### src/rtl/apb_multi_timer_if.sv
// APB3 slave-side bus bundle for apb_multi_timer: 8-bit byte address, 32-bit data.
interface apb_multi_timer_if;
  logic        PSEL;
  logic        PENABLE;
  logic        PWRITE;
  logic [7:0]  PADDR;
  logic [31:0] PWDATA;
  logic [31:0] PRDATA;
  logic        PREADY;
  logic        PSLVERR;

  modport master (
    output PSEL, PENABLE, PWRITE, PADDR, PWDATA,
    input  PRDATA, PREADY, PSLVERR
  );

  modport slave (
    input  PSEL, PENABLE, PWRITE, PADDR, PWDATA,
    output PRDATA, PREADY, PSLVERR
  );
endinterface

### src/rtl/apb_multi_timer.sv
// Multi-channel APB down-counter timer: NUM_CH channels sharing one prescaler,
// each with periodic/one-shot mode, raw status, enable mask and registered interrupt.
module apb_multi_timer #(
  parameter int NUM_CH    = 4,
  parameter int CNT_WIDTH = 32,
  parameter int PRE_WIDTH = 16
) (
  input  logic              PCLK,
  input  logic              PRESET,
  apb_multi_timer_if.slave  apb,
  output logic [NUM_CH-1:0] TIMINT,
  output logic              IRQ
);

  localparam logic [PRE_WIDTH-1:0] PRE_ONE = 1;
  localparam logic [CNT_WIDTH-1:0] CNT_ONE = 1;

  logic [2:0] ch_sel;
  logic [1:0] reg_sel;
  logic       is_ch;
  logic       is_mis;
  logic       is_pre;
  logic       ch_valid;
  logic       addr_err;
  logic       access;
  logic       wr_ok;
  logic       rd_ok;
  logic       unused_bits;

  assign ch_sel   = apb.PADDR[6:4];
  assign reg_sel  = apb.PADDR[3:2];
  assign is_ch    = !apb.PADDR[7];
  assign is_mis   = (apb.PADDR[7:2] == 6'h20);
  assign is_pre   = (apb.PADDR[7:2] == 6'h21);
  assign ch_valid = ({1'b0, ch_sel} < 4'(NUM_CH));

  assign unused_bits = ^{apb.PADDR[1:0], apb.PWDATA};

  always_comb begin
    addr_err = 1'b1;
    if (is_ch) begin
      addr_err = !ch_valid || (apb.PWRITE && reg_sel == 2'd1);
    end else if (is_mis) begin
      addr_err = apb.PWRITE;
    end else if (is_pre) begin
      addr_err = 1'b0;
    end
  end

  assign access      = apb.PSEL & apb.PENABLE;
  assign wr_ok       = access & apb.PWRITE & !addr_err;
  assign rd_ok       = access & !apb.PWRITE & !addr_err;
  assign apb.PSLVERR = access & addr_err;
  assign apb.PREADY  = 1'b1;

  // Shared prescaler: tick when the counter reaches PRESCALE, then wrap.
  logic [PRE_WIDTH-1:0] pre_reg;
  logic [PRE_WIDTH-1:0] pcnt_reg;
  logic                 tick;
  logic                 pre_wr;

  assign tick   = (pcnt_reg == pre_reg);
  assign pre_wr = wr_ok & is_pre;

  always_ff @(posedge PCLK) begin
    if (PRESET) begin
      pre_reg  <= '0;
      pcnt_reg <= '0;
    end else if (pre_wr) begin
      pre_reg  <= apb.PWDATA[PRE_WIDTH-1:0];
      pcnt_reg <= '0;
    end else if (tick) begin
      pcnt_reg <= '0;
    end else begin
      pcnt_reg <= pcnt_reg + PRE_ONE;
    end
  end

  logic [NUM_CH-1:0] ris_vec;
  logic [NUM_CH-1:0] inten_vec;
  logic [NUM_CH-1:0] timint_vec;
  logic [NUM_CH-1:0] mis;
  logic [31:0]       ch_rdata [NUM_CH];

  assign mis = ris_vec & inten_vec;

  generate
    for (genvar gi = 0; gi < NUM_CH; gi++) begin : gen_ch
      logic [CNT_WIDTH-1:0] load_reg;
      logic [CNT_WIDTH-1:0] value_reg;
      logic                 en_reg;
      logic                 inten_reg;
      logic                 mode_reg;
      logic                 ris_reg;
      logic                 timint_reg;
      logic                 sel;
      logic                 load_wr;
      logic                 ctrl_wr;
      logic                 ris_clr;
      logic                 count;
      logic                 fire;

      assign sel     = wr_ok & is_ch & (ch_sel == 3'(gi));
      assign load_wr = sel & (reg_sel == 2'd0);
      assign ctrl_wr = sel & (reg_sel == 2'd2);
      assign ris_clr = sel & (reg_sel == 2'd3) & apb.PWDATA[0];
      // A LOAD write or a CTRL write that drops EN pre-empts this cycle's tick.
      assign count   = tick & en_reg & !load_wr & !(ctrl_wr & !apb.PWDATA[0]);
      assign fire    = count & (value_reg == '0);

      always_ff @(posedge PCLK) begin
        if (PRESET) begin
          load_reg   <= '0;
          value_reg  <= '0;
          en_reg     <= 1'b0;
          inten_reg  <= 1'b0;
          mode_reg   <= 1'b0;
          ris_reg    <= 1'b0;
          timint_reg <= 1'b0;
        end else begin
          if (load_wr) begin
            load_reg  <= apb.PWDATA[CNT_WIDTH-1:0];
            value_reg <= apb.PWDATA[CNT_WIDTH-1:0];
          end else if (fire) begin
            value_reg <= mode_reg ? '0 : load_reg;
          end else if (count) begin
            value_reg <= value_reg - CNT_ONE;
          end

          if (ctrl_wr) begin
            en_reg    <= apb.PWDATA[0];
            inten_reg <= apb.PWDATA[1];
            mode_reg  <= apb.PWDATA[2];
          end
          if (fire && mode_reg) begin
            en_reg <= 1'b0;
          end

          if (fire) begin
            ris_reg <= 1'b1;
          end else if (ris_clr) begin
            ris_reg <= 1'b0;
          end

          timint_reg <= ris_reg & inten_reg;
        end
      end

      always_comb begin
        ch_rdata[gi] = '0;
        case (reg_sel)
          2'd0:    ch_rdata[gi] = 32'(load_reg);
          2'd1:    ch_rdata[gi] = 32'(value_reg);
          2'd2:    ch_rdata[gi] = {29'd0, mode_reg, inten_reg, en_reg};
          default: ch_rdata[gi] = {31'd0, ris_reg};
        endcase
      end

      assign ris_vec[gi]    = ris_reg;
      assign inten_vec[gi]  = inten_reg;
      assign timint_vec[gi] = timint_reg;
    end
  endgenerate

  logic irq_reg;

  always_ff @(posedge PCLK) begin
    if (PRESET) begin
      irq_reg <= 1'b0;
    end else begin
      irq_reg <= |mis;
    end
  end

  assign TIMINT = timint_vec;
  assign IRQ    = irq_reg;

  logic [31:0] rdata;

  always_comb begin
    rdata = '0;
    if (rd_ok) begin
      if (is_ch) begin
        for (int i = 0; i < NUM_CH; i++) begin
          if (ch_sel == 3'(i)) begin
            rdata = ch_rdata[i];
          end
        end
      end else if (is_mis) begin
        rdata = 32'(mis);
      end else begin
        rdata = 32'(pre_reg);
      end
    end
  end

  assign apb.PRDATA = rdata;

endmodule

### src/flat_wrapper.sv
// flat-port wrapper written by rule: the top's interface ports become plain ports
module apb_multi_timer_flat 
#(
  parameter int NUM_CH    = 4,
  parameter int CNT_WIDTH = 32,
  parameter int PRE_WIDTH = 16
)
  (PCLK, PRESET, TIMINT, IRQ, apb_PSEL, apb_PENABLE, apb_PWRITE, apb_PADDR, apb_PWDATA, apb_PRDATA, apb_PREADY, apb_PSLVERR);
  apb_multi_timer_if apb_i ();
  input  logic PCLK;
  input  logic PRESET;
  output logic [NUM_CH-1:0] TIMINT;
  output logic IRQ;
  input wire logic [$bits(apb_i.PSEL)-1:0] apb_PSEL;
  input wire logic [$bits(apb_i.PENABLE)-1:0] apb_PENABLE;
  input wire logic [$bits(apb_i.PWRITE)-1:0] apb_PWRITE;
  input wire logic [$bits(apb_i.PADDR)-1:0] apb_PADDR;
  input wire logic [$bits(apb_i.PWDATA)-1:0] apb_PWDATA;
  output wire logic [$bits(apb_i.PRDATA)-1:0] apb_PRDATA;
  output wire logic [$bits(apb_i.PREADY)-1:0] apb_PREADY;
  output wire logic [$bits(apb_i.PSLVERR)-1:0] apb_PSLVERR;
  assign apb_i.PSEL = apb_PSEL;
  assign apb_i.PENABLE = apb_PENABLE;
  assign apb_i.PWRITE = apb_PWRITE;
  assign apb_i.PADDR = apb_PADDR;
  assign apb_i.PWDATA = apb_PWDATA;
  assign apb_PRDATA = apb_i.PRDATA;
  assign apb_PREADY = apb_i.PREADY;
  assign apb_PSLVERR = apb_i.PSLVERR;
  apb_multi_timer #(.NUM_CH(NUM_CH), .CNT_WIDTH(CNT_WIDTH), .PRE_WIDTH(PRE_WIDTH)) u_core (.PCLK(PCLK), .PRESET(PRESET), .apb(apb_i), .TIMINT(TIMINT), .IRQ(IRQ));
endmodule
### config.mk
export PLATFORM = sky130hd
export DESIGN_NAME = apb_multi_timer_flat
export DESIGN_NICKNAME = d
export VERILOG_FILES = /design/src/rtl/apb_multi_timer_if.sv /design/src/rtl/apb_multi_timer.sv /design/src/flat_wrapper.sv
export SDC_FILE = /design/constraint.sdc
export NUM_CORES = 1
export LEC_CHECK = 0
export ABC_CLOCK_PERIOD_IN_PS = 8000
export CORE_MARGIN = 2
export CORE_UTILIZATION = 25
export CTS_BUF_LIST = sky130_fd_sc_hd__clkbuf_16
export DETAILED_ROUTE_END_ITERATION = 7
export PLACE_DENSITY_LB_ADDON = 0.12
export SETUP_SLACK_MARGIN = 0.2
export SYNTH_ARGS = -nofsm -noshare
export SYNTH_HDL_FRONTEND = slang
export SYNTH_SLANG_ARGS = --single-unit
### constraint.sdc
create_clock -name PCLK -period 8 [get_ports PCLK]
set_input_delay 1.2 -clock PCLK [delete_from_list [all_inputs] [get_ports PCLK]]
set_output_delay 1.2 -clock PCLK [all_outputs]
set_load 0.02 [all_outputs]
## Word level (Yosys, flattened, before mapping)

Index checks and enable logic that the tools add are counted.

| cells by class | value |
|---|---|
| add/subtract/negate cells | 5 |
| magnitude comparators | 1 |
| equality and inequality tests | 9 |
| muxes and demuxes | 38 |
| bitwise logic cells | 53 |
| reductions and logical operators | 39 |

Operators with widths:

| kind | count |
|---|---|
| two-way mux 32 bit | 22 |
| one-hot mux 32 bit (3 select lines) | 4 |
| zero test 32 bit | 4 |
| subtractor 32 x 1 -> 32 bit, second input constant | 4 |
| bitwise AND 1 bit | 52 |
| adder 16 x 1 -> 16 bit, second input constant | 1 |
| equality test 16 bit | 1 |
| two-way mux 16 bit | 1 |
| zero test 1 bit | 13 |
| equality test 6 bit, second input constant | 2 |
| nonzero test 3 bit | 4 |
| two-way mux 1 bit | 11 |
| nonzero test 2 bit | 4 |
| OR reduction 2 bit | 4 |
| equality test 3 x 2 -> 1 bit, second input constant | 2 |
| logical AND 1 bit | 5 |
| bitwise AND 4 bit | 1 |
| equality test 2 bit, second input constant | 2 |
| OR reduction 4 bit | 1 |
| equality test 3 x 1 -> 1 bit, second input constant | 1 |
| zero test 3 bit | 1 |
| less-than comparator 3 bit, second input constant | 1 |
| OR reduction 3 bit | 1 |
| equality test 2 x 1 -> 1 bit, second input constant | 1 |
| 2 further kinds | 2 |

| word-level totals | value |
|---|---|
| register bits after elaboration | 309 |
| output and inout port bits | 39 |
| logic and storage cells | 176 |

## Depth between registers and ports, before layout

| logic depth | value |
|---|---|
| depth after elaboration | 15 |
| depth in mapped cells | 11 |
| mapped depth without buffers | 9 |

## Worst setup path after synthesis

Ideal clock, no wire load.

| timing path | value |
|---|---|
| path type | input port to output port |
| start point | input apb_PADDR[6] |
| end point | output apb_PRDATA[0] |
| arrival | 3,604 ps |
| required time | 6,800 ps |
| setup slack | 3,196 ps |
| cell stages on the path | 7 |
| cell sequence | clkbuf_1 or3_1 clkbuf_1 nor2_1 nand2_1 a211o_1 a2111oi_0 |

| on the way | value |
|---|---|
| cells in the longest elaborated chain, start to end | 7 |
| elaborated cells between the ends (all ways) | 21 |

RTL lines:

| element | line | text |
|---|---|---|
| start: declaration | flat_wrapper.sv:17 | `input wire logic [$bits(apb_i.PADDR)-1:0] apb_PADDR;` |
| less-than comparator 3 bit, or another cell as far along | apb_multi_timer.sv:35 | `assign ch_valid = ({1'b0, ch_sel} < 4'(NUM_CH));` |
| zero test 1 bit, or another cell as far along | apb_multi_timer.sv:42 | `addr_err = !ch_valid \|\| (apb.PWRITE && reg_sel == 2'd1);` |
| logical OR 1 bit, or another cell as far along | apb_multi_timer.sv:42 |  |
| two-way mux 1 bit / two-way mux 32 bit (equally long branches) | apb_multi_timer.sv:41, apb_multi_timer.sv:185 |  |
| zero test 1 bit / two-way mux 32 bit (equally long branches) | apb_multi_timer.sv:52, apb_multi_timer.sv:185 |  |
| bitwise AND 1 bit / two-way mux 32 bit (equally long branches) | apb_multi_timer.sv:52, apb_multi_timer.sv:183 |  |
| two-way mux 32 bit * | apb_multi_timer.sv:182 | `if (rd_ok) begin` |
| end: declaration | flat_wrapper.sv:19 | `output wire logic [$bits(apb_i.PRDATA)-1:0] apb_PRDATA;` |

Every way passes the cells marked *; elsewhere a longest branch is shown, timed or not.

## Worst setup path after layout

| timing path | value |
|---|---|
| start point | input apb_PADDR[6] |
| end point | output apb_PRDATA[30] |

The elaborated chain is that of the path after synthesis.

==> impl_metrics.yaml <==
outcome:
  status: "completed"
yosys:
  seq_area_frac_synth: 0.3484
  yosys_warnings: 0
  ys_types: 81
  syn_inst: 2253
  syn-num-nets: 2307
  synth-edff-count: 0
  ys_ff_latch: 309
  synth_flop_cell: "dfxtp_1"
  syn_area_um2: 17760
  synth_top_area_cell: "dfxtp_1"
  synth_area_leaders: "dfxtp_1 (35%), nand2_1 (8.9%), a21oi_1 (8.0%)"
  yosysMostFrequentCell: "nand2_1"
  synth_common_cells: "nand2_1 (421), dfxtp_1 (309), a21oi_1 (285)"
  avgSynthCellArea_um2: 7.882
  yosys.area.top_type_share: 0.3484
  async_reset_ff_frac: 0
clock_tree:
  htreeDepth: 2
  path_clk_slew_ns: 0.05
  clock_latency_ns: 0.58
  cts_resized: 0
  clockBufferDepth: 3
  clock-root-buffer: "clkbuf_16"
  clock-sinks: 309
  post_cts_buffers: 0
  cts_buffers: 41
  cts_tree: "built"
  hold_buffers: 0
placed_design:
  place_inst: 3136
  gp_congestion: 0.8824
  place_area_um2: 19390
  portBuffers: 80
  dp_hpwl_um: 54540
worst_setup_path:
  reg2reg_slack_ns: 4.04
  worstPathRequired_ns: 6.80
  critical_path.reg2reg.startpoint: "u_core.gen_ch[1].value_reg[8]"
  path_common_cell: "clkdlybuf4s50_1"
  max_stage_delay_ns: 0.73
  r2r_cells: 7
  cp.arrival_ns: 5.20
  crit_type: "primary input to primary output"
  critPathMaxFanout: 16
  cp-end-kind: "primary output"
  crit_chain: "clkdlybuf4s50_1 -> or3_1 -> nor2_1 -> nand2_1 -> a211o_1 -> nand2b_1 -> nor3_1 -> clkdlybuf4s50_1"
  timing.rr.end: "u_core.gen_ch[1].value_reg[26]"
  slowest_stage: "clkdlybuf4s50_1"
  crit_path_start_kind: "primary input"
sta:
  rsz0062_at_grt: "no"
  setup_viol: 0
  slew_violations: 0
  skew_ns: 0.01541
  hold_viol: 0
  tightest_slew_ns: 1.296
  slew_headroom: 0.1290
  fin_tns_setup_ns: 0
  whs_ns: 0.4520
  min_period_ns: 6.402
  fin_crit_sh: 0.8002
  fmaxAchievable_mhz: 156.2
global_route:
  antenna_found_initial: 2
  grt_pass1_vias: 16660
  grt_pass1_wl_um: 116200
  grt_max_degree: 118
  overflow: 0
  grt_usage: 0.2109
pwr:
  static-leakage-power_nw: 7.118
  ir_drop_v: 0.0001134
  power_density_nw_per_um2: 171.6
die:
  core_um2: 70150
  chipWidth_um: 270.5
  ioPinCount: 84
  dieArea_um2: 73180
  die_h_um: 270.5
  num_rows: 97
  initial_utilization: 0.2531
routing:
  drt_iter0_drc: 1743
  remaining_drc_errors: 0
  viasPerCell: 5.498
  drt_pre_antenna_iters: 6
  drt-total-wl_um: 79510
  wire_per_inst_um: 24.76
  vias: 17660
  postRouteAntennaNets: 0
min_path:
  whs_endpoint: "u_core.gen_ch[3].load_reg[15]"
  min_from: "u_core.gen_ch[3].load_reg[15]"
  whs_path_depth: 2
  hold_path.class: "register to register"
final_layout:
  layout-drive-gt1-share: 0.08322
  nets: 2293
  syn2layout_area_growth_pct: 16.02
  final_cells: 3211
  insertedDiodeCount: 0
  final_area_um2: 20600
  fillerInstances: 7588
flow_run:
  maxCapViolations: 0
==> kinds of logic (layout without fill, tap and decap cells) <==
| logic type | count (synthesis) | after routing | share of synthesized area |
|---|---|---|---|
| compound gates | 652 | 652 | 0.2281 |
| other cells | 1 | 1 | 0.0002112 |
| buf+inv | 202 | 220 | 0.04679 |
| xor+xnor | 106 | 106 | 0.05228 |
| simple gates | 882 | 882 | 0.2305 |
| mux | 92 | 92 | 0.08744 |
| flops | 309 | 309 | 0.3484 |
| fa+ha+maj | 9 | 9 | 0.006342 |
==> how the worst max path moves through the flow <==
stage                      start        endpoint  depth (start not counted)
finish              apb_PADDR[6]  apb_PRDATA[30]                          8
global route        apb_PADDR[6]  apb_PRDATA[30]                          8
CTS                 apb_PADDR[6]  apb_PRDATA[30]                          8
detailed placement  apb_PADDR[6]  apb_PRDATA[30]                          8
global placement    apb_PADDR[6]  apb_PRDATA[30]                          8
floorplan           apb_PADDR[6]   apb_PRDATA[0]                          7
==> critical path: cells and delay by family <==
family                 cells  cell delay (ns)
and+or+nand+nor            5             2.25
AOI/OAI and AO/OA          1             0.41
buffers and inverters      2             1.33
==> final cells by class <==
cell class                 instances  area [um^2]  area share
multi-input combinational       1742        10820      0.5252
sequential                       309         6186      0.3003
tap                              940         1176     0.05709
timing repair buffer             120         1110     0.05387
clock buffer                      43         1076     0.05223
clock inverter                    32        138.9    0.006742
inverter                          25        93.84    0.004555
==> stage by stage <==
step           setup WS [ns]  power, mW    util
5_1_grt                1.467      3.651  0.2937
6_report               1.598      3.535  0.2937
3_5_place_dp           1.723      1.834  0.2764
3_3_place_gp           1.751      1.835  0.2764
2_1_floorplan          3.196      1.716       -
4_1_cts                1.697      3.575  0.2937
==> cells in the final DEF, fill, tap and decap left out, drive strengths merged, types with 14 or more instances in the layout <==
cell / count
a22oi: 31
nand2: 421
a21boi: 35
mux4: 50
inv: 29
a211o: 20
nor4: 34
xor2: 40
dfxtp: 309
clkdlybuf4s50: 76
xnor2: 66
nor3: 67
nand3: 57
nand4: 25
clkbuf: 43
a211oi: 23
o211ai: 15
or3: 24
buf: 44
mux2i: 40
nor2: 160
a31oi: 29
o21ai: 85
o22ai: 29
clkinv: 28
or4: 19
a21oi: 285
and3: 14
==> report_power, final <==
group / total (mW) / leakage, nW / switching (mW) / internal (mW)
clock network: 1.73 / 0.628 / 0.767 / 0.966
registers: 1.54 / 2.49 / 0.00295 / 1.54
logic: 0.258 / 4.00 / 0.183 / 0.0754
==> per-layer routing <==
layer	vias to the layer above	share of wire	track usage
li1	8180	-	-
met2	606	0.44	0.3270
met5	-	0.00013	0
met3	113	0.054	0.02964
met1	8754	0.47	0.2993
met4	2	0.031	0.06993
Note: power is estimated with default switching activity, not from simulation.
